File: config.mk
export PLATFORM = sky130hd
export DESIGN_NAME = instr_fetch_unit
export DESIGN_NICKNAME = d
export VERILOG_FILES = /design/src/rtl/riscv_pkg.sv /design/src/rtl/instr_fetch_fifo.sv /design/src/rtl/instr_fetch_unit.sv
export SDC_FILE = /design/constraint.sdc
export NUM_CORES = 1
export LEC_CHECK = 0
export CAP_MARGIN = 20
export CORE_MARGIN = 2
export CORE_UTILIZATION = 61
export CTS_CLUSTER_DIAMETER = 60
export DETAILED_ROUTE_END_ITERATION = 8
export PLACE_DENSITY = 0.86
export SETUP_SLACK_MARGIN = 0.1
export SLEW_MARGIN = 20
export SYNTH_ARGS = -nofsm -noshare
export SYNTH_HDL_FRONTEND = slang
export SYNTH_SLANG_ARGS = --single-unit
File: constraint.sdc
create_clock -name clk -period 7.78 [get_ports clk]
set_input_delay 1.556 -clock clk [delete_from_list [all_inputs] [get_ports clk]]
set_output_delay 1.556 -clock clk [all_outputs]
set_load 0.01 [all_outputs]
File: src/rtl/riscv_pkg.sv
// riscv_pkg: shared RV32I constants, fetch-stage types and helpers.
//   NOP_INSTR        canonical NOP (addi x0, x0, 0)
//   *_LSB / *_W      instruction field positions used by decode-side slicing
//   fetch_state_t    fetch FSM states
//   fetch_entry_t    buffered fetch word with its PC
//   wrap_inc         circular-pointer increment for non power-of-two depths
package riscv_pkg;

    localparam logic [31:0] NOP_INSTR = 32'h0000_0013;

    localparam int OPCODE_LSB = 0;
    localparam int OPCODE_W   = 7;
    localparam int FUNCT3_LSB = 12;
    localparam int FUNCT3_W   = 3;
    localparam int FUNCT7_LSB = 25;
    localparam int FUNCT7_W   = 7;

    typedef enum logic {
        FS_BOOT,
        FS_RUN
    } fetch_state_t;

    typedef struct packed {
        logic [31:0] pc;
        logic [31:0] word;
    } fetch_entry_t;

    function automatic int wrap_inc(input int p, input int depth);
        return (p == depth - 1) ? 0 : p + 1;
    endfunction

endpackage

File: src/rtl/instr_fetch_fifo.sv
// instr_fetch_fifo: synchronous FIFO of {pc, word} fetch entries.
//   clk, rst     clock, synchronous active-high reset
//   push         write push_entry at the tail
//   pop          drop the head entry
//   flush        empty the FIFO (wins over push/pop)
//   count        occupancy, 0..DEPTH
//   head         oldest entry; valid when count != 0
module instr_fetch_fifo
    import riscv_pkg::*;
#(
    parameter int DEPTH = 4
) (
    input  logic                       clk,
    input  logic                       rst,
    input  logic                       push,
    input  fetch_entry_t               push_entry,
    input  logic                       pop,
    input  logic                       flush,
    output logic [$clog2(DEPTH+1)-1:0] count,
    output fetch_entry_t               head
);
    localparam int CW = $clog2(DEPTH + 1);
    localparam int PW = $clog2(DEPTH);

    fetch_entry_t  mem [DEPTH];
    logic [PW-1:0] rd_ptr;
    logic [PW-1:0] wr_ptr;

    always_ff @(posedge clk)
        if (push && !flush)
            mem[wr_ptr] <= push_entry;

    always_ff @(posedge clk) begin
        if (rst || flush) begin
            rd_ptr <= '0;
            wr_ptr <= '0;
            count  <= '0;
        end else begin
            if (push)
                wr_ptr <= PW'(wrap_inc(int'(wr_ptr), DEPTH));
            if (pop)
                rd_ptr <= PW'(wrap_inc(int'(rd_ptr), DEPTH));
            count <= count + CW'(push) - CW'(pop);
        end
    end

    // The request limit upstream guarantees a push never meets a full FIFO.
    always_ff @(posedge clk)
        if (!rst && !flush && push && !pop)
            assert (count != CW'(DEPTH));

    assign head = mem[rd_ptr];

endmodule

File: src/rtl/instr_fetch_unit.sv
// instr_fetch_unit: RV32I fetch front end with redirect and response dropping.
//   clk, rst                         clock, synchronous active-high reset
//   imem_req_valid/ready, imem_addr  in-order word fetch requests
//   imem_rsp_valid, imem_rdata       in-order responses, never back-pressured
//   redirect_valid, redirect_pc      taken branch/jump: flush and refetch
//   instr_valid/ready, instr, instr_pc  decode handshake (NOP/0 when idle)
//   opcode, funct3, funct7           field slices of instr
module instr_fetch_unit
    import riscv_pkg::*;
#(
    parameter logic [31:0] RESET_PC = 32'h0000_0000,
    parameter int          DEPTH    = 4
) (
    input  logic        clk,
    input  logic        rst,
    output logic        imem_req_valid,
    input  logic        imem_req_ready,
    output logic [31:0] imem_addr,
    input  logic        imem_rsp_valid,
    input  logic [31:0] imem_rdata,
    input  logic        redirect_valid,
    input  logic [31:0] redirect_pc,
    output logic        instr_valid,
    input  logic        instr_ready,
    output logic [31:0] instr,
    output logic [31:0] instr_pc,
    output logic [6:0]  opcode,
    output logic [2:0]  funct3,
    output logic [6:0]  funct7
);
    localparam int CW  = $clog2(DEPTH + 1);
    localparam int CW1 = CW + 1;
    localparam int PW  = $clog2(DEPTH);

    fetch_state_t  state;
    fetch_state_t  state_n;
    logic [31:0]   fetch_pc;
    logic [CW-1:0] outstanding;
    logic [CW-1:0] outstanding_n;
    logic [CW-1:0] drop_cnt;
    logic [CW-1:0] count;
    logic [CW:0]   live;
    logic          accept;
    logic          redir;
    logic          push;
    logic          pop;
    logic [31:0]   pcq [DEPTH];
    logic [PW-1:0] pcq_rd;
    logic [PW-1:0] pcq_wr;
    fetch_entry_t  push_entry;
    fetch_entry_t  head;

    always_ff @(posedge clk)
        state <= rst ? FS_BOOT : state_n;

    always_comb
        state_n = (state == FS_BOOT) ? FS_RUN : state;

    // Requests are limited by live words (in flight and not to be dropped,
    // plus buffered). Raw in-flight is also capped so the counters never wrap
    // while dropped responses are still on their way back.
    always_comb begin
        live           = CW1'(outstanding) + CW1'(count) - CW1'(drop_cnt);
        imem_req_valid = (state == FS_RUN) && (live < CW1'(DEPTH)) && (outstanding < CW'(DEPTH));
        instr_valid    = (count != '0);
        instr          = instr_valid ? head.word : NOP_INSTR;
        instr_pc       = instr_valid ? head.pc : 32'h0;
        opcode         = instr[OPCODE_LSB +: OPCODE_W];
        funct3         = instr[FUNCT3_LSB +: FUNCT3_W];
        funct7         = instr[FUNCT7_LSB +: FUNCT7_W];
    end

    assign imem_addr     = fetch_pc;
    assign accept        = imem_req_valid && imem_req_ready;
    assign redir         = redirect_valid && (state == FS_RUN);
    assign push          = imem_rsp_valid && (drop_cnt == '0) && !redir;
    assign pop           = instr_valid && instr_ready;
    assign outstanding_n = outstanding + CW'(accept) - CW'(imem_rsp_valid);
    assign push_entry    = '{pc: pcq[pcq_rd], word: imem_rdata};

    // On redirect every response still due (including one accepted this
    // cycle) belongs to the old stream; a response arriving now is dropped too.
    always_ff @(posedge clk) begin
        if (rst) begin
            fetch_pc    <= RESET_PC & ~32'd3;
            outstanding <= '0;
            drop_cnt    <= '0;
            pcq_rd      <= '0;
            pcq_wr      <= '0;
        end else begin
            fetch_pc    <= redirect_valid ? (redirect_pc & ~32'd3) : fetch_pc + (accept ? 32'd4 : 32'd0);
            outstanding <= outstanding_n;
            drop_cnt    <= redir ? outstanding_n : drop_cnt - CW'(imem_rsp_valid && drop_cnt != '0);
            pcq_rd      <= redir ? '0 : push ? PW'(wrap_inc(int'(pcq_rd), DEPTH)) : pcq_rd;
            pcq_wr      <= redir ? '0 : accept ? PW'(wrap_inc(int'(pcq_wr), DEPTH)) : pcq_wr;
        end
    end

    // PC queue holds addresses of live (non-dropped) requests in order.
    always_ff @(posedge clk)
        if (accept && !redir)
            pcq[pcq_wr] <= fetch_pc;

    instr_fetch_fifo #(.DEPTH(DEPTH)) u_fifo (
        .clk        (clk),
        .rst        (rst),
        .push       (push),
        .push_entry (push_entry),
        .pop        (pop),
        .flush      (redir),
        .count      (count),
        .head       (head)
    );

endmodule

==> qor.yml, run 1 <==
place:
  io_buffers: 178
  placed_area_mm2: 0.0188
  dp_hpwl_mm: 19.6
  gp_congestion: 0.793
power_and_ir_drop:
  power_density_mw_per_mm2: 307
  total_power_mw: 6.12
  vdd_drop_max_uv: 191
  p_leak_nw: 6.42
clock_tree:
  numCtsBuffers: 41
  clock_sinks: 420
  postCtsSetupBuffers: 0
  cts_tree: "built"
  hold_buffers: 0
  ctsRootBufferMaster: "clkbuf_16"
  htree_levels: 2
  insertion_delay_ps: 520
  post_cts_resized: 0
  cts.clk_slew.worst_paths_ps: 60
  cts_buffer_depth: 3
critical_path:
  cp.arrival_ps: 3330
  worstSetupPathType: "flip-flop to output port"
  cp.required_ps: 6220
  worstSetupEndpointType: "output port"
  crit_chain: "inv_1 -> fa_1 -> inv_1 -> ha_1 -> and3b_1 -> or4_1 -> a21oi_1 -> clkdlybuf4s50_1"
  cp_common_cell: "inv_1"
  worstPathMaxFanout: 3
  slowest_delay_ps: 580
  slowest_stage: "clkdlybuf4s50_1"
  start_kind: "flip-flop"
timing:
  skew_ps: 13.3
  fmax_mhz: 204
  period_share_pct: 62.9
  worst_pin_slew_ps: 1000
  hold_viol: 0
  relSlewSlack_pct: 33.1
  finalCriticalPeriod_ps: 4890
  finalSetupViolCount: 0
  fin_setup_tns_ps: 0
  slew_viol_final: 0
  rsz0062_at_grt: "no"
synth:
  synth.top_cell.area_share_pct: 66.0
  avgSynthCellArea_um2: 18.3
  syn-cell-area_mm2: 0.0168
  yosysSeqAreaShare_pct: 72.2
  synth_cell_types: 49
  ys_warn_count: 0
  async_reset_ff_share_pct: 0
  ys_seq_elements: 420
  synth_edf_count: 368
  synth_area_leaders: "edfxtp_1, mux4_2, dfxtp_1"
  yosys.area.top_type: "edfxtp_1"
  synthCells: 913
  synthFlopType: "edfxtp_1"
detailed_routing:
  wl_per_cell_um: 22.7
  finalWirelength_mm: 33.0
  first_pass_iters: 5
  routed_via_density: 6.09
  via_count: 8830
  drc: 0
  drt_iter0_drc: 803
  ant_nets: 0
die:
  num_rows: 60
  die_x_um: 170
  io_pins: 185
  floorplan.initialDensity_pct: 62.2
  core_mm2: 0.0270
  die_h_um: 170
  dieArea_mm2: 0.0288
grt:
  grt_start_max_net_pins: 63
  grt_pass1_wl_mm: 50.7
  gr-total-overflow: 0
  antenna_found_initial: 0
  grt_usage_pct: 23.4
  grt_pass1_vias: 9079
layout:
  area.growth.synth_to_final_pct: 19.2
  n_antenna_cell: 0
  layout-drive-gt1-share_pct: 15.9
  stdcell_area_mm2: 0.0200
  nets: 1181
  post-route-util_pct: 74.1
min_path:
  hold_class: "flip-flop to flip-flop"
job:
  cap_violations: 0
run_status:
  outcome: "finished, final reports clean"
## path summary, 6_finish.rpt
path | slack (ps) | startpoint | end | cells past startpoint
max | 2890 | outstanding[1] | imem_req_valid | 8
min | 480 | u_fifo.rd_ptr[1] | flip-flop | 2
max reg2reg | 2980 | outstanding[1] | imem_addr[30] | 12
min reg2reg | 480 | u_fifo.rd_ptr[1] | flip-flop | 2
## registers in the layout (all words and copies together), names as in the netlist, named ones only
| signal | flops |
|---|---|
| pcq | 120 |
| state | 1 |
| imem_addr | 30 |
| pcq_wr | 2 |
| u_fifo.rd_ptr | 2 |
| u_fifo.count | 3 |
| outstanding | 3 |
| pcq_rd | 2 |
| u_fifo.wr_ptr | 2 |
| u_fifo.mem | 248 |
| drop_cnt | 3 |
## report_power, final
part	switching [mW]	leakage (nW)	total (mW)	internal (mW)
combinational	0.689	2.05	1.51	0.820
sequential	0.121	3.77	2.78	2.66
clock	0.773	0.592	1.84	1.06
## kinds of logic (layout without fill, tap and decap cells)
group	count (synthesis)	count (layout)	synth area share, %
xor+xnor	17	17	0.889
simple gates	205	205	6.95
buf+inv	91	284	2.60
fa+ha+maj	25	25	2.05
flops	420	420	72.2
other cells	1	4	0.0224
compound gates	58	58	2.70
mux	96	96	12.6
## per-layer routing
layer,share of wire [%],track usage (%),vias up
met2,50,38.6,400
met1,40,31.9,4437
met3,7.5,4.59,60
met5,0,0,-
met4,2.5,7.58,0
li1,-,-,3933
## layout make-up
type                       count  area (um^2)
sequential                   420        12100
fill                        1536         6980
multi-input combinational    405         4250
timing repair buffer         190         1880
clock buffer                  51         1060
tap                          341          427
clock inverter                15          150
inverter                      28          105
## metrics by stage
stage | hold WS [ps] | setup slack [ps] | cells
2_1_floorplan | 454 | 3620 | 916
6_report | 482 | 2890 | 1450
3_3_place_gp | 456 | 3120 | 1383
5_1_grt | 523 | 2660 | 1450
4_1_cts | 481 | 2840 | 1450
3_5_place_dp | 474 | 3020 | 1384
## cell usage in the layout (no fill, tap or decap), types with 5 or more instances in the layout
cell and instances:
a211oi_1 11, a21oi_1 12, a311oi_1 7, and2_1 60
and3_1 5, and4_1 5, buf_4 11, clkbuf_1 10
clkbuf_16 41, clkdlybuf4s50_1 178, clkinv_1 7, clkinv_2 5
dfxtp_1 49, edfxtp_1 368, ha_1 21, inv_1 26
mux4_2 92, nand2_1 26, nand3_1 12, nand4_1 11
nor2_1 30, nor2b_1 6, nor3_1 5, nor4_1 10
or3_1 8, or4_1 5, xnor2_1 14
## critical path: cells and delay by family, from the launching register on
family,cells,cell delay [ps]
AND/OR/NAND/NOR,2,710
flip-flops,1,400
adder cells (fa/ha/maj),2,810
AO/OA/AOI/OAI,1,180
buffers and inverters,3,710
## cells in the mapped netlist, types with 6 or more instances
library cell / n
nand3_1: 12
clkbuf_1: 29
and3_1: 9
nor2_1: 30
and2_1: 64
nor4_1: 10
nor2b_1: 6
a211oi_1: 11
ha_1: 21
a21oi_1: 12
xnor2_1: 14
buf_4: 21
nand2_1: 26
dfxtp_1: 52
a311oi_1: 7
mux4_2: 92
inv_1: 26
buf_2: 6
buf_1: 6
or3_1: 8
nand4_1: 11
edfxtp_1: 368
Note: power is estimated with default switching activity, not from simulation.
==> inputs of run 2 (changes only) <==
--- a/config.mk
+++ b/config.mk
@@ -7,10 +7,10 @@
 export LEC_CHECK = 0
 export CAP_MARGIN = 20
 export CORE_MARGIN = 2
-export CORE_UTILIZATION = 61
+export CORE_UTILIZATION = 51
 export CTS_CLUSTER_DIAMETER = 60
 export DETAILED_ROUTE_END_ITERATION = 8
-export PLACE_DENSITY = 0.86
+export PLACE_DENSITY = 0.77
 export SETUP_SLACK_MARGIN = 0.1
 export SLEW_MARGIN = 20
 export SYNTH_ARGS = -nofsm -noshare
==> constraint.sdc (replaced) <==
create_clock -name clk -period 4.35 [get_ports clk]
set_input_delay 0.87 -clock clk [delete_from_list [all_inputs] [get_ports clk]]
set_output_delay 0.87 -clock clk [all_outputs]
set_load 0.01 [all_outputs]
==> run 2 against run 1 <==
  * Sequential power is 77% higher
  * Hold slack worse by 11 ps
  * Global-route usage is 3.6 points lower
  * Setup slack worse by 2600 ps
  * Wire length is 0.80% higher
  * Total power is 83% higher
  * Clock skew is 7.1 ps higher
  * Die area is 19% higher
  * Clock-buffer cell count is 4 higher
  * Via count is 0.11% lower
  * Critical endpoint is now imem_addr[21]
  * Largest cell class unchanged
  * Highest routed layer unchanged
==> qor.yml, run 2 (synthesis gave the netlist of run 1 again) <==
run_status:
  outcome: "finished, final reports clean"
layout:
  regArea_mm2: 0.0121  # about the same
  fillCellCount: 2255  # +47%
  post-route-util_pct: 62.9  # -11 points
  layout-drive-gt1-share_pct: 17.7  # +1.8 points
  final_common_cell: "edfxtp_1"
  regMostFlops: "u_fifo.mem"
  largest_reg_flops: 248  # unchanged
  n_antenna_cell: 0  # unchanged
  multi_input_area_mm2: 0.00425  # +0.18%
  final_cell_mix: "edfxtp_1, clkdlybuf4s50_1, mux4_2"
  area.growth.synth_to_final_pct: 21.9
  nets: 1199  # +1.5%
timing:
  finalSetupViolCount: 0  # unchanged
  rsz0062_at_grt: "yes"
  slew_viol_final: 0  # unchanged
  period_share_pct: 93.2
  finalCriticalPeriod_ps: 4060
  hold_viol: 0  # unchanged
  relSlewSlack_pct: 45.7  # +13 points
  fmax_mhz: 247
  fin_setup_tns_ps: 0  # unchanged
  worst_pin_slew_ps: 815  # -189 ps
  skew_ps: 20.4  # +7.08 ps
grt:
  grt_pass1_wl_mm: 51.1  # +0.94%
  gr-total-overflow: 0  # unchanged
  grt_usage_pct: 19.7  # -3.6 points
  antenna_found_initial: 0  # unchanged
  grt_pass1_vias: 8999  # -0.88%
  grt_start_max_net_pins: 43  # -32%
clock_tree:
  cts.clk_slew.worst_paths_ps: 60  # about the same
  cts_tree: "built"
  numCtsBuffers: 42  # +2.4%
  htree_levels: 2  # unchanged
  hold_buffers: 0  # unchanged
  clock_sinks: 420  # unchanged
  cts_buffer_depth: 3  # unchanged
  insertion_delay_ps: 530  # about the same
  ctsRootBufferMaster: "clkbuf_16"
job:
  cap_violations: 0  # unchanged
detailed_routing:
  finalWirelength_mm: 33.2  # +0.80%
  wl_per_cell_um: 21.1  # -7.4%
  via_count: 8820  # -0.11%
  ant_nets: 0  # unchanged
  drc: 0  # unchanged
  first_pass_iters: 5  # unchanged
  drt_iter0_drc: 602  # -25%
  routed_via_density: 5.59  # -8.2%
critical_path:
  start_kind: "flip-flop"
  worstSetupEndpointType: "flip-flop"
  worstPathMaxFanout: 12  # +9
  cp.arrival_ps: 4490  # +1160 ps
  cp.required_ps: 4790  # -1430 ps
  worstSetupPathType: "flip-flop to flip-flop"
die:
  io_pins: 185  # unchanged
  floorplan.initialDensity_pct: 51.6  # -11 points
  die_h_um: 185  # +9.1%
  die_x_um: 185  # +9.1%
  dieArea_mm2: 0.0343  # +19%
  num_rows: 66  # +10%
  core_mm2: 0.0325  # +20%
min_path:
  hold_class: "flip-flop to flip-flop"
place:
  gp_congestion: 0.827  # +4.3%
  io_buffers: 178  # unchanged
  dp_hpwl_mm: 20.4  # +4.1%
power_and_ir_drop:
  power_density_mw_per_mm2: 550  # +79%
  vdd_drop_max_uv: 303  # +58%
  p_leak_nw: 6.60  # +2.8%
  total_power_mw: 11.2  # +83%
## run 2: power breakdown
| part | leakage (nW) | switching [mW] | internal [mW] |
|---|---|---|---|
| clock | 0.654 | 1.46 | 2.04 |
| combinational | 2.17 | 1.29 | 1.52 |
| sequential | 3.78 | 0.173 | 4.75 |
| total | 6.60 | 2.92 | 8.31 |
## run 2: worst paths after layout
| path | from | end | slack [ps] | depth (start not counted) |
|---|---|---|---|---|
| max | outstanding[1] | imem_addr[21] | 290 | 12 |
| min | u_fifo.rd_ptr[1] | flip-flop | 470 | 2 |
| max reg2reg | outstanding[1] | imem_addr[21] | 290 | 12 |
| min reg2reg | u_fifo.rd_ptr[1] | flip-flop | 470 | 2 |
## run 2: stage by stage
stage / instance area [um^2] / setup WS, ps / hold slack (ps) / std cells
2_1_floorplan: 16800 / 188 / 454 / 916
3_3_place_gp: 19100 / 349 / 451 / 1501
3_5_place_dp: 19100 / 284 / 469 / 1501
4_1_cts: 20400 / 162 / 478 / 1577
5_1_grt: 20400 / 81.8 / 502 / 1578
6_report: 20400 / 294 / 470 / 1578
## run 2: cell type report
type                       count  share of cell area (%)
multi-input combinational    405                    20.8
tap                          442                    2.71
timing repair buffer         207                    10.1
clock inverter                21                   0.987
sequential                   420                    59.3
clock buffer                  55                    5.59
inverter                      28                   0.515
## run 2: metal layers
layer	track usage [%]	wire (um)	share of wire [%]
met5	0	0	0
met2	32.7	16300	49
met1	27.4	14100	43
met4	4.48	527	1.6
met3	3.78	2210	6.6
## run 2: what timing repair did
| action | 4_1_cts | 5_1_grt |
|---|---|---|
| buffers inserted | 0 | 1 |
| setup endpoints to repair | 0 | 4 |
| resized for setup | 0 | 2 |
## run 2: critical path, cell delays in order, from the launching register on
cell,delay (ps)
dfxtp_1,390
inv_1,80
fa_1,540
inv_1,40
ha_1,270
and3b_1,190
or4_1,530
a211oi_2,240
ha_1,260
nand4_2,150
or3_4,490
or4_1,530
a311oi_1,250
==> inputs of run 3 (changes only) <==
--- a/config.mk
+++ b/config.mk
@@ -12,7 +12,7 @@
 export DETAILED_ROUTE_END_ITERATION = 8
 export PLACE_DENSITY = 0.77
 export SETUP_SLACK_MARGIN = 0.1
-export SLEW_MARGIN = 20
+export SLEW_MARGIN = 10
 export SYNTH_ARGS = -nofsm -noshare
 export SYNTH_HDL_FRONTEND = slang
 export SYNTH_SLANG_ARGS = --single-unit
==> run 3 against run 2 <==
  * Hold slack about the same
  * Critical path type unchanged
  * Fmax down 0.17%
  * Clock skew about the same
==> qor.yml, run 3 (synthesis gave the netlist of run 1 again) <==
place:
  placed_area_mm2: 0.0191  # unchanged
  io_buffers: 178  # unchanged
  numPlacedInstances: 1501  # unchanged
  dp_hpwl_mm: 20.4  # unchanged
  dp_slack_ps: 284  # unchanged
  gp_congestion: 0.827  # unchanged
die:
  die_x_um: 185  # unchanged
  floorplan.initialDensity_pct: 51.6  # unchanged
  core_mm2: 0.0325  # unchanged
  dieArea_mm2: 0.0343  # unchanged
  io_pins: 185  # unchanged
  num_rows: 66  # unchanged
  die_h_um: 185  # unchanged
timing:
  rsz0062_at_grt: "yes"
  worst_hold_slack_ps: 470  # -0.0250 ps
  skew_ps: 20.0  # -0.394 ps
  setup_slack_ps: 287  # -6.81 ps
  fmax_mhz: 246  # -0.17%
  hold_viol: 0  # unchanged
  slew_viol_final: 0  # unchanged
  finalSetupViolCount: 0  # unchanged
  relSlewSlack_pct: 46.6  # +0.90 points
  finalCriticalPeriod_ps: 4060  # +6.81 ps
  fin_setup_tns_ps: 0  # unchanged
  worst_pin_slew_ps: 801  # -13.5 ps
  period_share_pct: 93.4  # +0.16 points
power_and_ir_drop:
  p_leak_nw: 6.61  # about the same
  power_density_mw_per_mm2: 550  # about the same
  vdd_drop_max_uv: 303  # about the same
critical_path:
  crit_chain: "inv_1 -> fa_1 -> inv_1 -> ha_1 -> and3b_1 -> or4_1 -> a211oi_2 -> ha_1 -> nand4_2 -> or3_4 -> or4_1 -> a311oi_1"
  slowest_stage: "fa_1"
  worstPathMaxFanout: 12  # unchanged
  start_kind: "flip-flop"
  cp_top_family: "simple AND/OR/NAND/NOR gates"
  cp.arrival_ps: 4500  # about the same
  worst-path-buf-inv: 2  # unchanged
  cp.required_ps: 4790  # about the same
  worstSetupPathType: "flip-flop to flip-flop"
  slowest_delay_ps: 540  # about the same
  worstSetupEndpointType: "flip-flop"
grt:
  grt_usage_pct: 19.7  # unchanged
  antenna_found_initial: 0  # unchanged
  gr-total-overflow: 0  # unchanged
  grt_pass1_vias: 8999  # unchanged
  grt_pass1_wl_mm: 51.1  # unchanged
  grt_start_max_net_pins: 43  # unchanged
layout:
  final_common_cell: "edfxtp_1"
  regMostFlops: "u_fifo.mem"
  final_cell_mix: "edfxtp_1, clkdlybuf4s50_1, mux4_2"
  area.growth.synth_to_final_pct: 21.9  # about the same
  n_antenna_cell: 0  # unchanged
  instances_no_fill: 1579  # +0.063%
  largest_reg_flops: 248  # unchanged
  stdcell_area_mm2: 0.0204  # about the same
  nets: 1200  # +0.083%
  layout-drive-gt1-share_pct: 17.7  # about the same
detailed_routing:
  wl_per_cell_um: 21.0  # about the same
  routed_via_density: 5.59  # about the same
  first_pass_iters: 5  # unchanged
  ant_nets: 0  # unchanged
  drc: 0  # unchanged
  finalWirelength_mm: 33.2  # about the same
  drt_iter0_drc: 607  # +0.83%
  via_count: 8827  # +0.079%
clock_tree:
  numCtsBuffers: 42  # unchanged
  cts_tree: "built"
  clock_sinks: 420  # unchanged
  cts_buffer_depth: 3  # unchanged
  insertion_delay_ps: 530  # about the same
  ctsRootBufferMaster: "clkbuf_16"
  htree_levels: 2  # unchanged
  cts.clk_slew.worst_paths_ps: 60  # about the same
job:
  cap_violations: 0  # unchanged
min_path:
  hold_class: "flip-flop to flip-flop"
run_status:
  outcome: "finished, final reports clean"
-- run 3: changes by cell type in the layout (fill, tap and decap cells not counted) --
cell	before	now
buf_2	0	1
nor4_1	9	10
nor4_2	1	0
-- run 3: worst reg2reg max path: stages (launching register included) --
cell and delay (ps):
dfxtp_1 390, inv_1 80, fa_1 540, inv_1 40, ha_1 270, and3b_1 190, or4_1 530, a211oi_2 240
ha_1 260, nand4_2 150, or3_4 500, or4_1 530, a311oi_1 250
-- run 3: routing by layer --
metal / wire [um] / part of all wire [%] / track usage, %
met2: 16500 / 50 / 32.7
met3: 2180 / 6.6 / 3.78
met1: 14100 / 42 / 27.4
met4: 519 / 1.6 / 4.48
met5: 0 / 0 / 0
-- run 3: path summary, 6_finish.rpt --
kind                                       to  cells past startpoint             start  slack, ps
worst max register to register  imem_addr[21]                     12    outstanding[1]        290
worst min-delay path                flip-flop                      2  u_fifo.rd_ptr[1]        470
worst max-delay path            imem_addr[21]                     12    outstanding[1]        290
worst min register to register      flip-flop                      2  u_fifo.rd_ptr[1]        470
-- run 3: final cells by class --
| class | count | area, um^2 |
|---|---|---|
| inverters | 28 | 105 |
| flip-flops and latches | 420 | 12100 |
| clock buffers | 55 | 1140 |
| multi-input cells | 405 | 4250 |
| fillers | 2255 | 12000 |
| clock inverters | 21 | 201 |
| repair buffers | 208 | 2070 |
| well taps | 442 | 553 |
-- run 3: repair_timing --
item                                    CTS  global route
hold endpoints to repair                  0             0
endpoints found under the setup margin    0             4
resized for setup                         0             2
setup buffers                             0             1
hold buffers                              0             0
-- run 3: through the flow --
step                util (%)  power, mW
detailed placement      58.7       7.86
CTS                     62.9       11.4
global placement        58.7       7.78
global route            62.9       11.7
floorplan                  -       6.55
finish                  62.9       11.2
-- run 3: power breakdown --
part           switching [mW]  leakage (nW)  internal [mW]
clock                    1.46         0.654           2.04
combinational            1.29          2.18           1.52
sequential              0.173          3.78           4.75
total                    2.92          6.61           8.31
